**config.mk**
```make
export PLATFORM = sky130hd
export DESIGN_NAME = p_addsub_arb
export DESIGN_NICKNAME = d
export VERILOG_FILES = /design/src/rtl/p_addsub_arb_pkg.sv /design/src/rtl/p_addsub.sv /design/src/rtl/p_addsub_arb.sv
export SDC_FILE = /design/constraint.sdc
export NUM_CORES = 1
export LEC_CHECK = 0
export CORE_MARGIN = 2
export CORE_UTILIZATION = 35
export DETAILED_ROUTE_END_ITERATION = 16
export PLACE_DENSITY = 0.79
export SYNTH_ARGS = -nofsm -noshare
export SYNTH_HDL_FRONTEND = slang
export SYNTH_SLANG_ARGS = --single-unit
```
**constraint.sdc**
```tcl
create_clock -name clock -period 20.6 [get_ports clock]
set_input_delay 3.09 -clock clock [delete_from_list [all_inputs] [get_ports clock]]
set_output_delay 3.09 -clock clock [all_outputs]
set_load 0.05 [all_outputs]
```
**src/rtl/p_addsub_arb_pkg.sv**
```systemverilog
// Shared constants and types for the two-requester packed add/sub arbiter.
// Pack-width one-hot bit positions, data width and requester count live here.
package p_addsub_arb_pkg;

    localparam int DATA_W  = 32;
    localparam int NUM_REQ = 2;
    localparam int PW_W    = 5;

    localparam int PW_32 = 0;
    localparam int PW_16 = 1;
    localparam int PW_8  = 2;
    localparam int PW_4  = 3;
    localparam int PW_2  = 4;

    typedef logic [DATA_W-1:0] data_t;
    typedef logic [PW_W-1:0]   pw_t;

    typedef struct packed {
        data_t result;
        data_t cout;
        logic  err;
    } slot_t;

endpackage

```
**src/rtl/p_addsub.sv**
```systemverilog
// Packed add/subtract datapath: 32 bits split into equal lanes, no inter-lane carry.
// cout holds each lane's carry-out at the lane's top bit position; sub carries mean no-borrow.
module p_addsub
    import p_addsub_arb_pkg::*;
(
    input  logic [DATA_W-1:0] a,
    input  logic [DATA_W-1:0] b,
    input  logic [PW_W-1:0]   pw,
    input  logic              sub,
    input  logic              c_en,
    output logic [DATA_W-1:0] result,
    output logic [DATA_W-1:0] cout
);

    int unsigned mask;

    // Lane index mask from pack width; non-one-hot falls back to one full lane.
    always_comb begin
        mask = 32'd31;
        if (pw[PW_32])      mask = 32'd31;
        else if (pw[PW_16]) mask = 32'd15;
        else if (pw[PW_8])  mask = 32'd7;
        else if (pw[PW_4])  mask = 32'd3;
        else if (pw[PW_2])  mask = 32'd1;
    end

    // Ripple carry that restarts with the sub carry-in at every lane boundary.
    always_comb begin
        logic c;
        logic bb;
        logic co;
        result = '0;
        cout   = '0;
        c      = 1'b0;
        bb     = 1'b0;
        co     = 1'b0;
        for (int i = 0; i < DATA_W; i++) begin
            if ((i & mask) == 0) begin
                c = sub & c_en;
            end
            bb        = b[i] ^ sub;
            result[i] = a[i] ^ bb ^ c;
            co        = (a[i] & bb) | (a[i] & c) | (bb & c);
            if ((i & mask) == mask) begin
                cout[i] = co;
            end
            c = co & c_en;
        end
    end

endmodule

```
**src/rtl/p_addsub_arb.sv**
```systemverilog
// Two requesters share one packed add/sub datapath and one owner-tagged output slot.
// Round-robin grant on a last-grant pointer; drain and accept may overlap each cycle.
module p_addsub_arb
    import p_addsub_arb_pkg::*;
(
    input  logic              clock,
    input  logic              reset,
    input  logic              req0_valid,
    output logic              req0_ready,
    input  logic [DATA_W-1:0] req0_lhs,
    input  logic [DATA_W-1:0] req0_rhs,
    input  logic [PW_W-1:0]   req0_pw,
    input  logic              req0_sub,
    input  logic              req1_valid,
    output logic              req1_ready,
    input  logic [DATA_W-1:0] req1_lhs,
    input  logic [DATA_W-1:0] req1_rhs,
    input  logic [PW_W-1:0]   req1_pw,
    input  logic              req1_sub,
    output logic              rsp0_valid,
    input  logic              rsp0_ready,
    output logic [DATA_W-1:0] rsp0_result,
    output logic [DATA_W-1:0] rsp0_cout,
    output logic              rsp0_err,
    output logic              rsp1_valid,
    input  logic              rsp1_ready,
    output logic [DATA_W-1:0] rsp1_result,
    output logic [DATA_W-1:0] rsp1_cout,
    output logic              rsp1_err
);

    logic               last_grant;
    logic               grant;
    logic               slot_full;
    logic               slot_owner;
    slot_t              slot;
    slot_t              nxt;
    logic               drain;
    logic               can_accept;
    logic               accept;
    logic [NUM_REQ-1:0] rsp_ready_vec;
    data_t              op_lhs;
    data_t              op_rhs;
    pw_t                op_pw;
    logic               op_sub;
    data_t              dp_result;
    data_t              dp_cout;

    function automatic logic is_onehot(input pw_t p);
        return (p != '0) && ((p & (p - 5'd1)) == '0);
    endfunction

    // Round-robin: lone requester wins, contention goes to the one not granted last.
    always_comb begin
        grant = 1'b0;
        if (req0_valid && req1_valid) begin
            grant = ~last_grant;
        end else if (req1_valid) begin
            grant = 1'b1;
        end
    end

    assign rsp_ready_vec = {rsp1_ready, rsp0_ready};
    assign drain         = slot_full & rsp_ready_vec[slot_owner];
    assign can_accept    = ~reset & (~slot_full | drain);
    assign req0_ready    = can_accept & ~grant;
    assign req1_ready    = can_accept & grant;
    assign accept        = grant ? (req1_ready & req1_valid)
                                 : (req0_ready & req0_valid);

    assign op_lhs = grant ? req1_lhs : req0_lhs;
    assign op_rhs = grant ? req1_rhs : req0_rhs;
    assign op_pw  = grant ? req1_pw  : req0_pw;
    assign op_sub = grant ? req1_sub : req0_sub;

    p_addsub u_addsub (
        .a      (op_lhs),
        .b      (op_rhs),
        .pw     (op_pw),
        .sub    (op_sub),
        .c_en   (1'b1),
        .result (dp_result),
        .cout   (dp_cout)
    );

    // Slot payload: datapath output, or a zeroed error record on a bad pack width.
    always_comb begin
        nxt = '0;
        if (is_onehot(op_pw)) begin
            nxt.result = dp_result;
            nxt.cout   = dp_cout;
        end else begin
            nxt.err = 1'b1;
        end
    end

    // Slot and pointer: accept refills (even while draining), drain alone empties.
    always_ff @(posedge clock) begin
        if (reset) begin
            slot_full  <= 1'b0;
            slot_owner <= 1'b0;
            last_grant <= 1'b1;
            slot       <= '0;
        end else if (accept) begin
            slot_full  <= 1'b1;
            slot_owner <= grant;
            last_grant <= grant;
            slot       <= nxt;
        end else if (drain) begin
            slot_full  <= 1'b0;
        end
    end

    assign rsp0_valid  = slot_full & ~slot_owner;
    assign rsp1_valid  = slot_full & slot_owner;
    assign rsp0_result = rsp0_valid ? slot.result : '0;
    assign rsp0_cout   = rsp0_valid ? slot.cout   : '0;
    assign rsp0_err    = rsp0_valid & slot.err;
    assign rsp1_result = rsp1_valid ? slot.result : '0;
    assign rsp1_cout   = rsp1_valid ? slot.cout   : '0;
    assign rsp1_err    = rsp1_valid & slot.err;

endmodule

```
==> impl_metrics.csv, run 1 <==
group,metric,value,unit
sta,post-route-min-period,20000,ps
clocking,clk_root_buffer_cell,"clkbuf_16",
pwr,p_sw_frac,0.395,
sta,rsz0062_at_grt,"no",
sta,period_share,0.971,
global_route,antenna_found_initial,0,
floorplan,rows,42,
yosys,synth_area_leaders,"dfxtp_1 22%, fa_1 13%, mux2i_1 7.7%",
setup_path,crit_type,"in -> reg",
layout,fillers,1198,
setup_path,cp-start-kind,"input port",
setup_path,ff2ff_setup_slack,3510,ps
worst_hold_path,hold_path_class,"reg -> reg",
placed_design,place_ws,427,ps
sta,slew_viol_final,0,
pwr,seqPwrFrac,0.291,
yosys,synth_area_leader_cell,"dfxtp_1",
pwr,p_switching,0.156,mW
routing,drt_iter0_markers,306,
global_route,grt_pass1_vias,4432,
run,cap_violations,0,
yosys,yosysUniqueCellTypes,45,
setup_path,path_max_fanout,8,
routing,viasPerCell,4.95,
setup_path,crit_required,20840,ps
sta,fmax,0.0500,GHz
floorplan,die-area,14400,um^2
global_route,gr-usage-all-layers,0.223,
setup_path,cp-end-kind,"flop",
setup_path,arrival,20240,ps
outcome,status,"finished, final reports clean",
yosys,synth_edf_count,0,
yosys,ys_warn_count,0,
clocking,path_clk_slew,70,ps
clocking,cts.sinks,52,
clocking,cts_tree,"yes",
routing,vias,4716,
routing,wl_per_cell,17.6,um
placed_design,placedCellCount,944,
sta,maxSlewHeadroom,0.271,
worst_hold_path,holdPathStages,2,
clocking,ctsHtreeMaxLevel,2,
yosys,netlist_area,4700,um^2
layout,drive_gt1_frac,0.0477,
layout,nets,952,
sta,fin_skew,6.45,ps
sta,setup_ws,596,ps
clocking,clock_path_buffers,2,
yosys,avgSynthCellArea,8.49,um^2
placed_design,detailed_place_hpwl,13600,um
setup_path,cp_common_cell,"fa_1",
pwr,pwr-share-comb,0.488,
yosys,ys.flop_type,"dfxtp_1",
global_route,grt.overflow.total,0,
sta,final_hold_viol_count,0,
routing,wirelength,16800,um
setup_path,cp_slowest_cell,"clkdlybuf4s50_1",
pwr,p_clk_frac,0.221,
clocking,ctsHoldBuffers,0,
global_route,grt_max_degree,54,
routing,drc,0,
yosys,yosysTopAreaCellShare,0.221,
setup_path,r2r_start,"last_grant$_SDFFE_PP1P_",
layout,n_antenna_cell,0,
routing,firstDrtPassIters,5,
pwr,cellLeakagePower,3.21,nW
yosys,ys_seq_area_frac,0.221,
routing,drtAntennaViolNets,0,
sta,setup_viol,0,
yosys,syn_inst,554,
pwr,intPower,0.239,mW
floorplan,ioPinCount,280,
placed_design,gp_congestion,0.910,
layout,syn_to_final_growth,56.8,%
pwr,powerDensity,53.5,nW/um^2
sta,whs,496,ps
yosys,ys_ff_latch,52,
setup_path,r2r_end,"slot[64]$_SDFFE_PP0P_",
clocking,insertion_delay,300,ps
worst_hold_path,hp-start,"slot[30]$_SDFFE_PP0P_",
setup_path,cpPeakStageDelay,540,ps
placed_design,portBuffers,247,
floorplan,fp.dieW,120,um
worst_hold_path,hold_end,"slot[30]$_SDFFE_PP0P_",
yosys,synthArstFlopShare,0,
sta,tns,0,ps
setup_path,r2r_cells,57,
pwr,vdd_drop_max,0.0419,mV
clocking,cts_made_buffers,5,
sta,worstMarginPinSlew,1090,ps
layout,final_cells,952,
floorplan,core,13200,um^2
floorplan,start_util,0.357,
global_route,grt_pass1_wl,24900,um
floorplan,dieHeight,120,um
-- power by group through the flow --
stage	clock network, mW	logic, mW	registers (mW)
final	0.0873	0.192	0.115
after global routing	0.0904	0.207	0.116
after CTS	0.0862	0.191	0.115
after detailed placement	0	0.190	0.117
after global placement	0	0.185	0.117
after floorplan	0	0.121	0.113
-- repair_timing --
action / in CTS / in global routing
setup buffers: 0 / 0
endpoints found under the setup margin: 0 / 1
resized for setup: 0 / 2
-- flip-flops by register name, summed over array words and instances (netlist names) --
| register | flops |
|---|---|
| slot | 49 |
| slot_owner | 1 |
| slot_full | 1 |
| last_grant | 1 |
-- cell usage in the layout (no fill, tap or decap), types with 6 or more instances in the layout --
master | synthesis | layout
nor2_1 | 15 | 14
clkdlybuf4s50_1 | 0 | 246
and2_1 | 52 | 52
and3_1 | 49 | 49
a21oi_1 | 7 | 6
fa_1 | 31 | 31
dfxtp_1 | 52 | 52
o21a_1 | 8 | 8
a22o_1 | 36 | 36
buf_4 | 32 | 14
a32o_1 | 8 | 8
conb_1 | 1 | 32
nand2_1 | 96 | 96
xnor2_1 | 33 | 33
mux2i_1 | 36 | 36
-- per-layer routing --
metal / GRT usage / vias up / routed length [um]
met2: 0.369 / 226 / 8120
met1: 0.294 / 2194 / 7130
li1: - / 2267 / -
met3: 0.0385 / 29 / 1060
met5: 0 / - / 0
met4: 0.0713 / 0 / 463
-- area by class of cell --
cell class | instances | area (um^2) | share of cell area
multi-input combinational | 450 | 3360 | 0.456
timing repair buffer | 261 | 2580 | 0.350
sequential | 52 | 1040 | 0.141
tap | 176 | 220 | 0.0299
clock buffer | 5 | 125 | 0.0170
clock inverter | 3 | 26.3 | 0.00356
inverter | 5 | 18.8 | 0.00254
-- cells by family (layout without fill, tap and decap cells) --
| family | Yosys count | in the layout | synth area share |
|---|---|---|---|
| DFF | 52 | 52 | 0.221 |
| muxes | 41 | 41 | 0.0886 |
| adders and majority gates | 31 | 31 | 0.132 |
| xor gates and xnor gates | 35 | 35 | 0.0652 |
| and+or+nand+nor | 226 | 226 | 0.242 |
| other | 1 | 32 | 0.000797 |
| buffers and inverters | 83 | 274 | 0.0963 |
| AOI/OAI and AO/OA | 85 | 85 | 0.154 |
-- through the flow --
step           instance area (um^2)  utilization  total power [mW]
3_5_place_dp                   7220        0.547             0.307
4_1_cts                        7370        0.559             0.392
5_1_grt                        7380        0.559             0.414
2_1_floorplan                  4820            -             0.234
6_report                       7380        0.559             0.395
3_3_place_gp                   7220        0.547             0.302
-- how the worst max path moves through the flow --
stage,startpoint,cells past startpoint,end,slack [ps]
after global routing,req1_valid,58,slot[64]$_SDFFE_PP0P_,20
after global placement,req0_valid,58,slot[64]$_SDFFE_PP0P_,850
after detailed placement,req0_valid,58,slot[64]$_SDFFE_PP0P_,430
after CTS,req0_valid,58,slot[64]$_SDFFE_PP0P_,600
after floorplan,req1_valid,58,slot[64]$_SDFFE_PP0P_,1420
final,req1_valid,58,slot[64]$_SDFFE_PP0P_,600
-- critical path: cells and delay by family --
family	cells	cell delay, ps
fa+ha+maj	31	12030
mux	6	1620
simple gates	4	460
buf+inv	3	690
compound gates	14	2350
-- cell usage after synthesis (all sizes together), types with 2 or more instances --
| cell | number |
|---|---|
| inv | 5 |
| o32ai | 2 |
| dfxtp | 52 |
| and3 | 49 |
| o31a | 2 |
| mux2i | 36 |
| nor2b | 2 |
| xnor2 | 33 |
| a21oi | 8 |
| nand3 | 2 |
| fa | 31 |
| mux2 | 5 |
| nor3 | 5 |
| nor2 | 15 |
| a21boi | 2 |
| clkbuf | 29 |
| and2 | 52 |
| a22o | 36 |
| o21ai | 5 |
| xor2 | 2 |
| buf | 49 |
| a32o | 8 |
| a2bb2oi | 3 |
| o21a | 8 |
| nand2 | 96 |
| o41ai | 2 |
(Power assumes the default switching activity.)
==> inputs of run 2 (changes only) <==
CTS_BUF_LIST = sky130_fd_sc_hd__clkbuf_16   (was not set)
==> results of run 2 <==
No change in the layout: final DEF, timing and power equal those of run 1.
==> RTL edit 1: new RTL, flow settings as in run 1 <==
The package constant `DATA_W` goes from 32 to 28.
--- a/src/rtl/p_addsub_arb_pkg.sv
+++ b/src/rtl/p_addsub_arb_pkg.sv
@@ -4,3 +4,3 @@
 
-    localparam int DATA_W  = 32;
+    localparam int DATA_W  = 28;
     localparam int NUM_REQ = 2;
Interface: changed (8 resized); port bits go from 280 to 248. The function was not compared with the original's and may differ.
==> RTL edit 1 against run 1 <==
Sequential power shrank 9.6%. Routed wire length is 19% lower. Register-to-register slack improved by 1.8 ns. Power decreased by 13%. Core utilization down 1.5 points. Non-clock buffer count down 38. Global-route usage decreased by 1.8 points. Worst setup slack improved by 1.7 ns. Die area fell by 10%. Final area shrank 13%. Synthesized area shrank 11%. Sequential cell count is 6 lower. Cell count decreased by 13%.
==> RTL edit 1: results (changes against run 1) <==
| Metric | Value |
|---|---|
| #FFs+latches synth | 46 (-12%) |
| Crit path largest cell delay | 0.63 ns (+0.09 ns) |
| Mux share of post-synthesis cell area | 8.95% (+0.089 points) |
| Leak pwr | 2.80 nW (-13%) |
| Critical path's slowest cell | mux2_2 |
| FILL cells | 1055 (-12%) |
| Multi-In Gates | 400 (-11%) |
| M1 GR Usage | 28.4% (-1.1 points) |
| Compound-gate portion of the synthesized area | 15.6% (+0.20 points) |
| Wl on met1 | 5960 um (-16%) |
| Area share of the largest cell type after synthesis | 21.9% (-0.25 points) |
| Routability cong. | 0.771 (-15%) |
| VDD IR-drop max | 29.1 uV (-30%) |
| Detailed placement HPWL | 11300 um (-17%) |
| Most instantiated cells after synthesis | nand2_1 (84), dfxtp_1 (46), and2_1 (44) |
| Vias in the first global route | 3912 (-12%) |
| IO buf count | 219 (-11%) |
| Non-clk bufs | 223 (-15%) |
| Pre-CTS setup slack | 2.13 ns (+1.70 ns) |
| Hold EP | slot[2] |
| Final net count | 838 (-12%) |
| Initial DRC Count | 269 (-12%) |
| Synth Area in Adders | 12.8% (-0.35 points) |
| GRT met2 Usage | 34.0% (-2.9 points) |
| Routed wire length per instance | 16.4 um (-7.2%) |
| First-pass GRT wire length | 20800 um (-16%) |
| Worst-path fanout max | 29 (+21) |
| Syn avg cell area | 8.55 sq um (+0.77%) |
| Placed insts | 821 (-13%) |
| CP Data Arrival Time | 18.53 ns (-1.71 ns) |
| ClkCell Share | 2.09% (+0.041 points) |
| DR pass1 iterations | 4 (-1) |
| Outcome | finished clean |
| Hold_ws | 0.481 ns (-0.0146 ns) |
| Worst setup path end | slot[56] |
| Setup Skew | 0.00355 ns (-0.00290 ns) |
| Non-clk buf share | 34.4% (-0.55 points) |
| GRT Total Usage | 20.5% (-1.8 points) |
| Worst Setup SP | req0_valid |
| Met2 wire length | 6470 um (-20%) |
| Crit share post-route | 88.9% (-8.2 points) |
| Clk_lat worst skew | 0.28 ns (-0.02 ns) |
| Met3 GRT Util | 2.87% (-0.98 points) |
| Worst-margin pin slew | 1.23 ns (+0.140 ns) |
| Max reg flops | 43 (-12%) |
| Register area | 921 sq um (-12%) |
| Yosys cell types | 46 (+2.2%) |
| Synth Area in XOR/XNOR | 6.45% (-0.067 points) |
| WL met3 | 912 um (-14%) |
| R2r setup slk | 5.27 ns (+1.76 ns) |
| Routed wire length | 13600 um (-19%) |
| Detailed-route via count | 4140 (-12%) |
| R2R depth | 51 (-11%) |
| Maximum number of pins on one net before global-route repair | 60 (+11%) |
RTL edit 1: changes by cell type after synthesis, sizes merged, moves of 5 or more:
cell / delta
nand2: -12
and2: -8
buf: -7
and3: -6
dfxtp: -6
a22o: -5
RTL edit 1: stage by stage:
step | area, sq um | total power [mW] | utilization, %
floorplan | 4310 | 0.208 | -
global placement | 6320 | 0.263 | 53.3
detailed placement | 6320 | 0.268 | 53.3
CTS | 6450 | 0.342 | 54.4
global route | 6450 | 0.363 | 54.4
finish | 6450 | 0.342 | 54.4
RTL edit 1: power by group:
part | internal, mW | switching [mW] | total [mW]
logic | 0.0739 | 0.0892 | 0.163
registers | 0.0953 | 0.00822 | 0.104
clock network | 0.0438 | 0.0320 | 0.0758
total | 0.213 | 0.129 | 0.342
RTL edit 1: worst max-delay path: cells and delay by family:
family,cells,cell delay (ns)
adder cells (fa/ha/maj),27,10.51
AO/OA/AOI/OAI,13,2.06
multiplexers,5,1.76
buffers and inverters,3,0.67
AND/OR/NAND/NOR,4,0.40
==> RTL edit 2: new RTL, flow settings as in run 1 <==
Without the edit above. Put a register stage on the outputs `rsp0_err` and `rsp1_err`, without a reset. The values now appear one clock later. The other outputs are not delayed to match.
--- a/src/rtl/p_addsub_arb.sv
+++ b/src/rtl/p_addsub_arb.sv
@@ -117,6 +117,8 @@
     assign rsp0_cout   = rsp0_valid ? slot.cout   : '0;
-    assign rsp0_err    = rsp0_valid & slot.err;
     assign rsp1_result = rsp1_valid ? slot.result : '0;
     assign rsp1_cout   = rsp1_valid ? slot.cout   : '0;
-    assign rsp1_err    = rsp1_valid & slot.err;
+    always_ff @(posedge clock) begin
+        rsp0_err <= rsp0_valid & slot.err;
+        rsp1_err <= rsp1_valid & slot.err;
+    end
 
Formal check against the unedited RTL: not equivalent (Yosys sat finds a counterexample within 4 cycles, from zero or initial values and one cycle with reset high).
==> RTL edit 2 against run 1 <==
Sequential cell count is 2 higher. Sequential power rose by 3%. Power up 3.0%. Sequential share of layout area rose by 0.55 points. Core utilization fell by 0.33 points. Global-route usage down 0.63 points. Worst setup slack gained 0.11 ns. Synthesized area increased by 1.4%. Final area up 0.20%. Critical endpoint unchanged. Routed wire length shrank 3.6%.
==> RTL edit 2: results (changes against run 1) <==
| Metric | Value |
|---|---|
| Outcome | finished clean |
| Area after DPL | 7190 sq um (-0.36%) |
| Clock group power | 112 uW (+28%) |
| CP Data Arrival Time | 20.12 ns (-0.12 ns) |
| Combinational power | 176 uW (-8%) |
| Vias per inst | 4.90 (-1.1%) |
| Seq/Total Area, Yosys | 22.7% (+0.53 points) |
| Initial Util | 35.9% (+0.22 points) |
| Yosys cell types | 49 (+8.9%) |
| Setup Skew | 0.00516 ns (-0.00129 ns) |
| GRT Total Usage | 21.6% (-0.63 points) |
| Top post-synthesis cells by area | dfxtp_1 (23%), fa_1 (13%), mux2i_1 (7.8%) |
| Met2 wire length | 8230 um (+1.3%) |
| VDD IR-drop max | 27.9 uV (-33%) |
| Routability cong. | 0.877 (-3.7%) |
| Pre-CTS setup slack | 0.518 ns (+0.0910 ns) |
| Final net count | 947 (-0.53%) |
| Syn avg cell area | 8.69 sq um (+2.3%) |
| Placed insts | 939 (-0.53%) |
| Worst-path fanout max | 7 (-1) |
| Vias in the first global route | 4609 (+4.0%) |
| Initial DRC Count | 189 (-38%) |
| Mux share of post-synthesis cell area | 8.00% (-0.86 points) |
| Crit path largest cell delay | 0.57 ns (+0.03 ns) |
| First-pass GRT wire length | 24700 um (-0.83%) |
| WL met3 | 1220 um (+15%) |
| Biggest register | slot |
| Leak pwr | 3.23 nW (+0.80%) |
| Synth Area in Adders | 13.0% (-0.18 points) |
| Routed wire length per instance | 17.1 um (-3.1%) |
| Sw frac | 35.1% (-4.4 points) |
| Worst-margin pin slew | 1.10 ns (+0.00881 ns) |
| Most instantiated cells after synthesis | nand2_1 (92), dfxtp_1 (54), and2_1 (50) |
| Synth Area in XOR/XNOR | 6.43% (-0.091 points) |
| Compound-gate portion of the synthesized area | 15.5% (+0.075 points) |
-- RTL edit 2: path summary, 6_finish.rpt --
path,depth (start not counted),to,from,slack (ns)
worst min register to register,1,rsp0_err,slot[0],0.49
worst max register to register,56,slot[64],last_grant,3.68
worst max-delay path,57,slot[64],req0_valid,0.71
worst min-delay path,1,rsp0_err,slot[0],0.49
-- RTL edit 2: final cells by class --
| class | instances | area [sq um] |
|---|---|---|
| fill | 1222 | 5900 |
| tap | 176 | 220 |
| clock inverter | 2 | 60.1 |
| inverter | 5 | 18.8 |
| timing repair buffer | 258 | 2550 |
| clock buffer | 6 | 139 |
| sequential | 54 | 1080 |
| multi-input combinational | 446 | 3310 |
-- RTL edit 2: cell families after synthesis --
logic type | count (synthesis)
simple gates | 220
fa+ha+maj | 31
xor+xnor | 35
mux | 38
other cells | 1
buf+inv | 80
compound gates | 90
flops | 54
